<file path="src/rtl/serial_add_seq_pkg.sv">
// Package for the serial adder sequencer.
//   state_t : sequencer FSM states (IDLE, SHIFT, DRAIN, DONE)
//   cnt_w   : bit-index counter width, max(1, $clog2(w))
package serial_add_pkg;

    typedef enum logic [1:0] {
        IDLE,
        SHIFT,
        DRAIN,
        DONE
    } state_t;

    function automatic int cnt_w(input int w);
        return (w > 2) ? $clog2(w) : 1;
    endfunction

endpackage

</file>
<file path="src/rtl/serial_add_seq_if.sv">
// Operand/result handshake bundle for serial_add_seq.
//   in_valid/in_ready/in_a/in_b/in_cin     : upstream operand transfer
//   out_valid/out_ready/out_sum/out_cout   : downstream result transfer
// master = producer of operands / consumer of results, slave = sequencer.
interface serial_add_seq_if #(
    parameter int W = 8
);
    logic         in_valid;
    logic         in_ready;
    logic [W-1:0] in_a;
    logic [W-1:0] in_b;
    logic         in_cin;
    logic         out_valid;
    logic         out_ready;
    logic [W-1:0] out_sum;
    logic         out_cout;

    modport master (
        output in_valid, in_a, in_b, in_cin, out_ready,
        input  in_ready, out_valid, out_sum, out_cout
    );

    modport slave (
        input  in_valid, in_a, in_b, in_cin, out_ready,
        output in_ready, out_valid, out_sum, out_cout
    );
endinterface

</file>
<file path="src/rtl/serial_add_seq_piso.sv">
// Parallel-in serial-out shift register, LSB first.
//   clk, rst_n : clock, async active-low reset (clears the register)
//   load       : capture din (has priority over shift)
//   shift      : shift right by one, zero-filling the MSB
//   din        : parallel load value
//   sout       : current LSB
module serial_piso #(
    parameter int W = 8
) (
    input  logic         clk,
    input  logic         rst_n,
    input  logic         load,
    input  logic         shift,
    input  logic [W-1:0] din,
    output logic         sout
);
    logic [W-1:0] sr;

    always_ff @(posedge clk or negedge rst_n) begin
        if (!rst_n) begin
            sr <= '0;
        end else if (load) begin
            sr <= din;
        end else if (shift) begin
            sr <= sr >> 1;
        end
    end

    assign sout = sr[0];
endmodule

</file>
<file path="src/rtl/serial_add_seq.sv">
// Sequencer around a single-bit registered serial adder.
//   clk, rst_n      : clock, async active-low reset
//   bus (slave)     : operand valid/ready in, result valid/ready out
//   ser_a/ser_b     : operand bits presented to the adder, LSB first
//   ser_cin         : carry presented to the adder
//   ser_sum/ser_cout: adder registered sum/carry (one-cycle latency)
//   busy            : high while in SHIFT or DRAIN
// {out_cout, out_sum} = in_a + in_b + in_cin, valid W+1 cycles after accept.
module serial_add_seq
    import serial_add_pkg::*;
#(
    parameter int W = 8
) (
    input  logic               clk,
    input  logic               rst_n,
    serial_add_seq_if.slave    bus,
    output logic               ser_a,
    output logic               ser_b,
    output logic               ser_cin,
    input  logic               ser_sum,
    input  logic               ser_cout,
    output logic               busy
);
    localparam int             CW       = cnt_w(W);
    localparam logic [CW-1:0]  IDX_LAST = CW'(W - 1);

    state_t        state;
    logic [CW-1:0] idx;
    logic          cin_q;
    logic [W-1:0]  res;
    logic [W-1:0]  res_shift;
    logic          out_valid_q;
    logic          out_cout_q;
    logic          accept;
    logic          in_shift;
    logic          a_bit;
    logic          b_bit;

    assign accept   = (state == IDLE) && bus.in_valid;
    assign in_shift = (state == SHIFT);

    serial_piso #(.W(W)) u_piso_a (
        .clk   (clk),
        .rst_n (rst_n),
        .load  (accept),
        .shift (in_shift),
        .din   (bus.in_a),
        .sout  (a_bit)
    );

    serial_piso #(.W(W)) u_piso_b (
        .clk   (clk),
        .rst_n (rst_n),
        .load  (accept),
        .shift (in_shift),
        .din   (bus.in_b),
        .sout  (b_bit)
    );

    // Sum bits arrive LSB first, so they are shifted in at the MSB; after
    // exactly W captures (W-1 in SHIFT, one in DRAIN) bit 0 lands at res[0].
    assign res_shift = (res >> 1) | (W'(ser_sum) << (W - 1));

    always_ff @(posedge clk or negedge rst_n) begin
        if (!rst_n) begin
            state       <= IDLE;
            idx         <= '0;
            cin_q       <= 1'b0;
            res         <= '0;
            out_valid_q <= 1'b0;
            out_cout_q  <= 1'b0;
        end else begin
            case (state)
                IDLE: begin
                    if (bus.in_valid) begin
                        cin_q <= bus.in_cin;
                        idx   <= '0;
                        state <= SHIFT;
                    end
                end
                SHIFT: begin
                    // ser_sum only holds a valid bit from the second cycle on.
                    if (idx != '0) begin
                        res <= res_shift;
                    end
                    if (idx == IDX_LAST) begin
                        state <= DRAIN;
                    end else begin
                        idx <= idx + CW'(1);
                    end
                end
                DRAIN: begin
                    res         <= res_shift;
                    out_cout_q  <= ser_cout;
                    out_valid_q <= 1'b1;
                    state       <= DONE;
                end
                DONE: begin
                    if (bus.out_ready) begin
                        out_valid_q <= 1'b0;
                        state       <= IDLE;
                    end
                end
                default: state <= IDLE;
            endcase
        end
    end

    // Bit 0 takes the latched carry-in so any carry left in the adder from a
    // previous operation is never used.
    assign ser_a   = in_shift & a_bit;
    assign ser_b   = in_shift & b_bit;
    assign ser_cin = in_shift & ((idx == '0) ? cin_q : ser_cout);

    assign busy          = (state == SHIFT) || (state == DRAIN);
    assign bus.in_ready  = rst_n && (state == IDLE);
    assign bus.out_valid = out_valid_q;
    assign bus.out_sum   = res;
    assign bus.out_cout  = out_cout_q;
endmodule

</file>
<file path="src/flat_wrapper.sv">
// flat-port wrapper written by rule: the top's interface ports become plain ports
module serial_add_seq_flat import serial_add_pkg::*;
#(
    parameter int W = 8
)
  (clk, rst_n, ser_a, ser_b, ser_cin, ser_sum, ser_cout, busy, bus_in_valid, bus_in_a, bus_in_b, bus_in_cin, bus_out_ready, bus_in_ready, bus_out_valid, bus_out_sum, bus_out_cout);
  serial_add_seq_if #(.W(W)) bus_i ();
  input  logic clk;
  input  logic rst_n;
  output logic ser_a;
  output logic ser_b;
  output logic ser_cin;
  input  logic ser_sum;
  input  logic ser_cout;
  output logic busy;
  input wire logic [$bits(bus_i.in_valid)-1:0] bus_in_valid;
  input wire logic [$bits(bus_i.in_a)-1:0] bus_in_a;
  input wire logic [$bits(bus_i.in_b)-1:0] bus_in_b;
  input wire logic [$bits(bus_i.in_cin)-1:0] bus_in_cin;
  input wire logic [$bits(bus_i.out_ready)-1:0] bus_out_ready;
  output wire logic [$bits(bus_i.in_ready)-1:0] bus_in_ready;
  output wire logic [$bits(bus_i.out_valid)-1:0] bus_out_valid;
  output wire logic [$bits(bus_i.out_sum)-1:0] bus_out_sum;
  output wire logic [$bits(bus_i.out_cout)-1:0] bus_out_cout;
  assign bus_i.in_valid = bus_in_valid;
  assign bus_i.in_a = bus_in_a;
  assign bus_i.in_b = bus_in_b;
  assign bus_i.in_cin = bus_in_cin;
  assign bus_i.out_ready = bus_out_ready;
  assign bus_in_ready = bus_i.in_ready;
  assign bus_out_valid = bus_i.out_valid;
  assign bus_out_sum = bus_i.out_sum;
  assign bus_out_cout = bus_i.out_cout;
  serial_add_seq #(.W(W)) u_core (.clk(clk), .rst_n(rst_n), .bus(bus_i), .ser_a(ser_a), .ser_b(ser_b), .ser_cin(ser_cin), .ser_sum(ser_sum), .ser_cout(ser_cout), .busy(busy));
endmodule
</file>
<file path="config.mk">
export PLATFORM = sky130hd
export DESIGN_NAME = serial_add_seq_flat
export DESIGN_NICKNAME = d
export VERILOG_FILES = /design/src/rtl/serial_add_seq_pkg.sv /design/src/rtl/serial_add_seq_if.sv /design/src/rtl/serial_add_seq_piso.sv /design/src/rtl/serial_add_seq.sv /design/src/flat_wrapper.sv
export SDC_FILE = /design/constraint.sdc
export NUM_CORES = 1
export LEC_CHECK = 0
export CAP_MARGIN = 20
export CORE_MARGIN = 2
export CORE_UTILIZATION = 49
export CTS_CLUSTER_DIAMETER = 100
export CTS_CLUSTER_SIZE = 14
export DETAILED_ROUTE_END_ITERATION = 16
export PLACE_DENSITY = 0.78
export SYNTH_ARGS = -nofsm -noshare
export SYNTH_HDL_FRONTEND = slang
export SYNTH_SLANG_ARGS = --single-unit
</file>
<file path="constraint.sdc">
create_clock -name clk -period 2 [get_ports clk]
set_input_delay 0.4 -clock clk [delete_from_list [all_inputs] [get_ports clk]]
set_output_delay 0.4 -clock clk [all_outputs]
set_load 0.05 [all_outputs]
</file>
==> results.ini, run 1 <==
[outcome]
status = finished clean

[power]
power.share.sequential_pct = 29.8
switching_power_uw = 1760
p_total_uw = 4050
internal_power_uw = 2290
vdd_drop_max_mv = 0.962
pwr-share-clk_pct = 8.2
switching_share_pct = 43.5
power.density_mw_per_mm2 = 1830
combPwrFrac_pct = 61.9
p_leak_uw = 0.000930

[worst_setup_path]
cp_cell_sequence = inv_2 -> ha_4 -> nand2b_4 -> mux2i_2 -> nor2b_2 -> buf_12
path_class = flop to output pin
worstSetupEndpointType = output pin
path_buf_inv = 2
r2r_slack_ns = 0.22
max_stage_delay_ns = 0.43
r2r-end = u_core.state[1]
cp-start-kind = flop
crit_arrival_ns = 1.54
crit_fanout = 4
crit_path_end = ser_cin
reg2reg_depth = 6
cp-startpoint = u_core.idx[1]
worst_r2r_startpoint = u_core.idx[1]
cp.required_ns = 1.60
critPathTopFamily = flip-flops
cp_num_cells = 6
crit_slowest_cell = dfrtp_1

[global_routing]
grt_pass1_wl_um = 5520
grt_start_max_net_pins = 33
track_usage_pct = 20.4
gr-total-overflow = 0
grt_pass1_vias = 1235
antenna_found_initial = 0

[synthesis]
synth_compound_area_share_pct = 8.52
synth_top_area_share_pct = 48.7
yosysTopAreaCell = dfrtp_1
post_synth_mux_area_share_pct = 19.5
synthTopCellsByArea = dfrtp_1 49%, mux2i_1 10%, mux2_2 6.8%
avgSynthCellArea_um2 = 11.5
synthesis.area_mm2 = 0.00165
syn_nets = 174
synth_seq_area_share_pct = 48.7
synth.distinct_cells = 31
post_synth_and_or_nand_nor_area_fraction_pct = 13.1
synthAdderAreaFrac_pct = 6.08
synthCells = 143
ys_ff_latch = 32
synth_xor_area_share_pct = 0
synth_top_family_by_area = multiplexers
synth_warnings = 0

[sta]
setup_violations = 0
setup_slack_ns = 0.0637
setup_tns_ns = 0
layout_worst_path_cycle_share_pct = 96.8
fin_worst_skew_ns = 0.0121
drv_slew = 0
fmax_mhz = 516
post-route-min-period_ns = 1.94
hold_violations = 0
tightest_slew_ns = 0.505
max_slew_margin_pct = 66.2
holdWs_ns = 0.523

[route]
dr.first_iter.drc_count = 74
antenna_left = 0
vias = 1210
wl_um = 3410
wl_per_cell_um = 14.6
first_pass_iters = 4
vias_per_cell = 5.19
drc = 0

[placement]
port_buffers = 37
dp_hpwl_um = 2360
place_ws_ns = 0.164
gp_congestion = 0.780

[cts]
ctsHoldBuffers = 0
clockRootBuffer = clkbuf_4
clock_path_buffers = 2
clk_pin_slew_ns = 0.10
clk_latency_ns = 0.32
clock_sinks = 32
numCtsBuffers = 5
cts_tree = done
cts-htree-levels = 2

[layout]
antenna_cells = 0
regArea_um2 = 801
multi_input_area_um2 = 820
layout-drive-gt1-share_pct = 23.5
final_cell_mix = 32 x clkdlybuf4s50_1, 32 x dfrtp_1, 17 x nand2_1
syn_to_final_growth_pct = 34.7
nets = 218
n_fill_cell = 263

[floorplan]
die_area_mm2 = 0.00384
initial_core_util_pct = 50.1
die_h_um = 61.9
fp.coreArea_mm2 = 0.00328
rows = 21
die_w_um = 61.9
ios = 38

[run]
cap_viol_max_count = 0

[hold_path]
hp-class = flop to flop

-- timing repair --
| item | 4_1_cts | 5_1_grt |
|---|---|---|
| pin swaps | 0 | 1 |
| endpoints found under the setup margin | 3 | 4 |
| gates resized for setup | 1 | 10 |
| buffers inserted | 1 | 2 |
-- worst min-delay path by stage --
stage                                endpoint  slack, ns                 from  depth (start not counted)
after floorplan           u_core.bus.out_cout       0.10                rst_n                          0
after global placement    u_core.bus.out_cout       0.49  u_core.bus.out_cout                          1
after detailed placement         u_core.cin_q       0.50         u_core.cin_q                          1
after global routing      u_core.bus.out_cout       0.55  u_core.bus.out_cout                          1
after CTS                        u_core.cin_q       0.52         u_core.cin_q                          1
final                     u_core.bus.out_cout       0.52  u_core.bus.out_cout                          1
-- state kept, by name (all words and copies together), names as in the netlist --
signal / count
u_core.bus.out_cout: 1
u_core.state: 2
u_core.bus.out_valid: 1
u_core.idx: 3
u_core.bus.out_sum: 8
u_core.u_piso_b.sr: 8
u_core.cin_q: 1
u_core.u_piso_a.sr: 8
-- layer usage --
metal / track usage, % / share of wire, % / vias to the layer above
met4: 8.51 / 0.88 / 0
met3: 7.25 / 4.7 / 2
li1: - / - / 580
met1: 26.2 / 44 / 601
met5: 0 / 0 / -
met2: 31.4 / 50 / 27
-- per-stage QoR --
step           utilization, %  instance area [um^2]  instances
3_5_place_dp             64.1                  2110        223
4_1_cts                  65.8                  2160        231
2_1_floorplan               -                  1650        143
3_3_place_gp             64.1                  2110        223
5_1_grt                  67.5                  2220        233
6_report                 67.5                  2220        233
-- synth_stat cells --
master / n
a211oi_1: 1
nor2b_1: 3
and2b_1: 1
mux2i_1: 17
buf_6: 2
o22ai_1: 1
nand2_1: 17
and2_1: 4
dfrtp_1: 32
nand3b_1: 1
mux2_4: 1
o21ai_0: 13
nand2b_4: 1
ha_1: 8
a32oi_1: 2
inv_1: 5
buf_2: 3
o211ai_1: 2
o311ai_0: 1
o21ai_1: 3
buf_4: 1
nor2_1: 3
nand3_1: 2
nand2b_1: 2
nor3_4: 1
and2b_4: 2
mux2i_4: 1
clkbuf_2: 1
or3b_2: 1
a21oi_1: 1
mux2_2: 10
-- worst register-to-register path, cell delays in order (launching register included) --
cell and delay (ns):
dfrtp_1 0.42, buf_4 0.14, ha_1 0.14, ha_1 0.27, and2b_4 0.25, nor3_4 0.16
mux2_4 0.31
-- power by group through the flow --
| stage | clock [uW] | combinational (uW) | sequential (uW) |
|---|---|---|---|
| floorplan | 0 | 1350 | 1520 |
| global route | 386 | 2680 | 1240 |
| detailed placement | 0 | 2350 | 1200 |
| global placement | 0 | 2280 | 1180 |
| finish | 334 | 2510 | 1210 |
| CTS | 346 | 2390 | 1190 |
-- layout make-up --
cell class / count / share of cell area [%]
Sequential cell: 32 / 36.1
Multi-Input combinational cell: 99 / 37.0
Clock inverter: 1 / 0.226
Timing Repair Buffer: 44 / 21.3
Inverter: 5 / 0.847
Tap cell: 46 / 2.60
Clock buffer: 6 / 1.86
-- kinds of logic (layout without fill, tap and decap cells) --
kind of cell | Yosys count | after routing
multiplexers | 29 | 29
adder cells (fa/ha/maj) | 8 | 8
AND/OR/NAND/NOR | 38 | 38
AO/OA/AOI/OAI | 24 | 24
buffers and inverters | 12 | 56
flip-flops | 32 | 32
(Power assumes the default switching activity.)
==> inputs of run 2 (changes only) <==
PLACE_DENSITY = 0.86   (was 0.78)
==> run 2 against run 1 <==
Sequential cell count is the same; worst hold slack lost 0.020 ns; highest routed layer unchanged; clock power grew 46%; global-route usage grew 1.3 points; non-clock buffer count grew 4; sequential power is essentially flat; largest power group unchanged; cell count grew 2.1%; critical endpoint is now ser_b; register-to-register slack lost 0.13 ns; combinational power grew 7%.
==> results.ini, run 2 (synthesis gave the netlist of run 1 again) <==
[outcome]
status = finished clean

[global_routing]
met3_usage_pct = 6.42
grt_pass1_wl_um = 5850
track_usage_pct = 21.7
grt_util_met2_pct = 38.5
grt_pass1_vias = 1285
antenna_found_initial = 0
grtUsageMet1_pct = 23.8
grt_start_max_net_pins = 33
gr-total-overflow = 0
top_usage_layer = met2

[route]
dr.first_iter.drc_count = 49
wl_um = 3880
vias = 1228
first_pass_iters = 5
vias_per_cell = 5.16
antenna_left = 0
drc = 0
wl_per_cell_um = 16.3

[hold_path]
hp-class = input pin to asynchronous set/reset pin

[sta]
tightest_slew_ns = 0.515
post-route-min-period_ns = 1.95
hold_violations = 0
fmax_mhz = 514
drv_slew = 0
max_slew_margin_pct = 65.5
layout_worst_path_cycle_share_pct = 97.3
fin_worst_skew_ns = 0.0104
setup_violations = 0
setup_slack_ns = 0.0545

[placement]
dp_hpwl_um = 2680
gp_congestion = 0.686
place_ws_ns = 0.120
placed_area_mm2 = 0.00211
port_buffers = 37

[worst_setup_path]
max_stage_delay_ns = 0.42
crit_fanout = 14
path_class = flop to output pin
worst_r2r_startpoint = u_core.idx[0]
cp-startpoint = u_core.state[1]
cp.required_ns = 1.60
crit_top_cell = buf_12
cp-start-kind = flop
crit_slowest_cell = dfrtp_1
crit_arrival_ns = 1.55
cp_cell_sequence = inv_2 -> ha_4 -> buf_12 -> and2_1 -> buf_12
worstSetupEndpointType = output pin

[layout]
antenna_cells = 0
n_fill_cell = 254
syn_to_final_growth_pct = 39.6
final_cell_mix = 32 x dfrtp_1, 31 x clkdlybuf4s50_1, 17 x mux2i_1, 17 x nand2_1, 13 x o21ai_0
final_common_cell = dfrtp_1
nets = 222
layout-drive-gt1-share_pct = 24.5
postLayoutCellArea_mm2 = 0.00230

[cts]
clk_pin_slew_ns = 0.10
clk_latency_ns = 0.34
numCtsBuffers = 5
ctsHoldBuffers = 0
clockRootBuffer = clkbuf_4
clock_sinks = 32
clock_path_buffers = 2
cts_tree = done
cts-htree-levels = 2

[floorplan]
die_area_mm2 = 0.00384
initial_core_util_pct = 50.1
ios = 38
die_h_um = 61.9
die_w_um = 61.9
fp.coreArea_mm2 = 0.00328
rows = 21

[run]
cap_viol_max_count = 0

[power]
vdd_drop_max_mv = 1.21
p_leak_uw = 0.000982
p_total_uw = 4370
power.density_mw_per_mm2 = 1900

## run 2: cell types whose count changed in the layout (fill, tap and decap cells not counted), sizes merged
cell	before	now
clkbuf	6	7
bufinv	0	1
clkdlybuf4s50	32	31
dlymetal6s2s	0	1
buf	12	15
## run 2: per-stage QoR
stage / util (%) / setup TNS, ns / std cells / hold WS, ns
after global placement: 64.3 / 0 / 222 / 0.490
after detailed placement: 64.3 / 0 / 222 / 0.494
final: 69.9 / 0 / 238 / 0.503
after global routing: 69.9 / -0.00317 / 238 / 0.538
after CTS: 67.7 / 0 / 233 / 0.511
after floorplan: - / 0 / 143 / 0.104
## run 2: power breakdown
| group | internal, uW | switching [uW] |
|---|---|---|
| Combinational | 1270 | 1420 |
| Sequential | 979 | 219 |
| Clock | 262 | 225 |
| Total | 2520 | 1860 |
## run 2: per-layer routing
layer	vias up	share of wire, %	wire length, um
met5	-	0	0
met4	0	2.0	76
met3	10	3.1	120
met2	27	57	2220
met1	597	38	1470
li1	594	-	-
## run 2: layout make-up
type                       instances  area, um^2  share of cell area (%)
clock buffer                       6        41.3                    1.80
clock inverter                     2        35.0                    1.53
inverter                           5        18.8                   0.817
multi-input combinational         99         808                    35.2
sequential                        32         801                    34.9
tap                               46        57.6                    2.51
timing repair buffer              48         536                    23.3
## run 2: final timing paths
path                                    endpoint  slack (ns)  cells after the start
setup / recovery                           ser_b        0.05                      5
hold / removal                     u_core.idx[1]        0.50                      2
setup reg to reg                 u_core.state[1]        0.09                      7
hold reg to reg                     u_core.cin_q        0.51                      1
max in group asynchronous  u_core.u_piso_b.sr[5]        1.20                      2
min in group clk                    u_core.cin_q        0.51                      1
## run 2: repair_timing
item	in CTS	in global routing
resized for setup	4	5
buffers inserted	3	4
cloned	0	1
endpoints found under the setup margin	3	5
endpoints found under the hold margin	0	0
pin swaps	0	1
## run 2: critical path, delay by kind of cell (launching register included)
kind	cells	cell delay, ns
fa+ha+maj	1	0.17
buf+inv	3	0.41
flops	1	0.42
simple gates	1	0.18
==> inputs of run 3 (changes only) <==
CTS_CLUSTER_DIAMETER = unset   (was 100)
==> results of run 3 <==
Same layout as run 2: the final DEF is identical, and so are final timing and power.
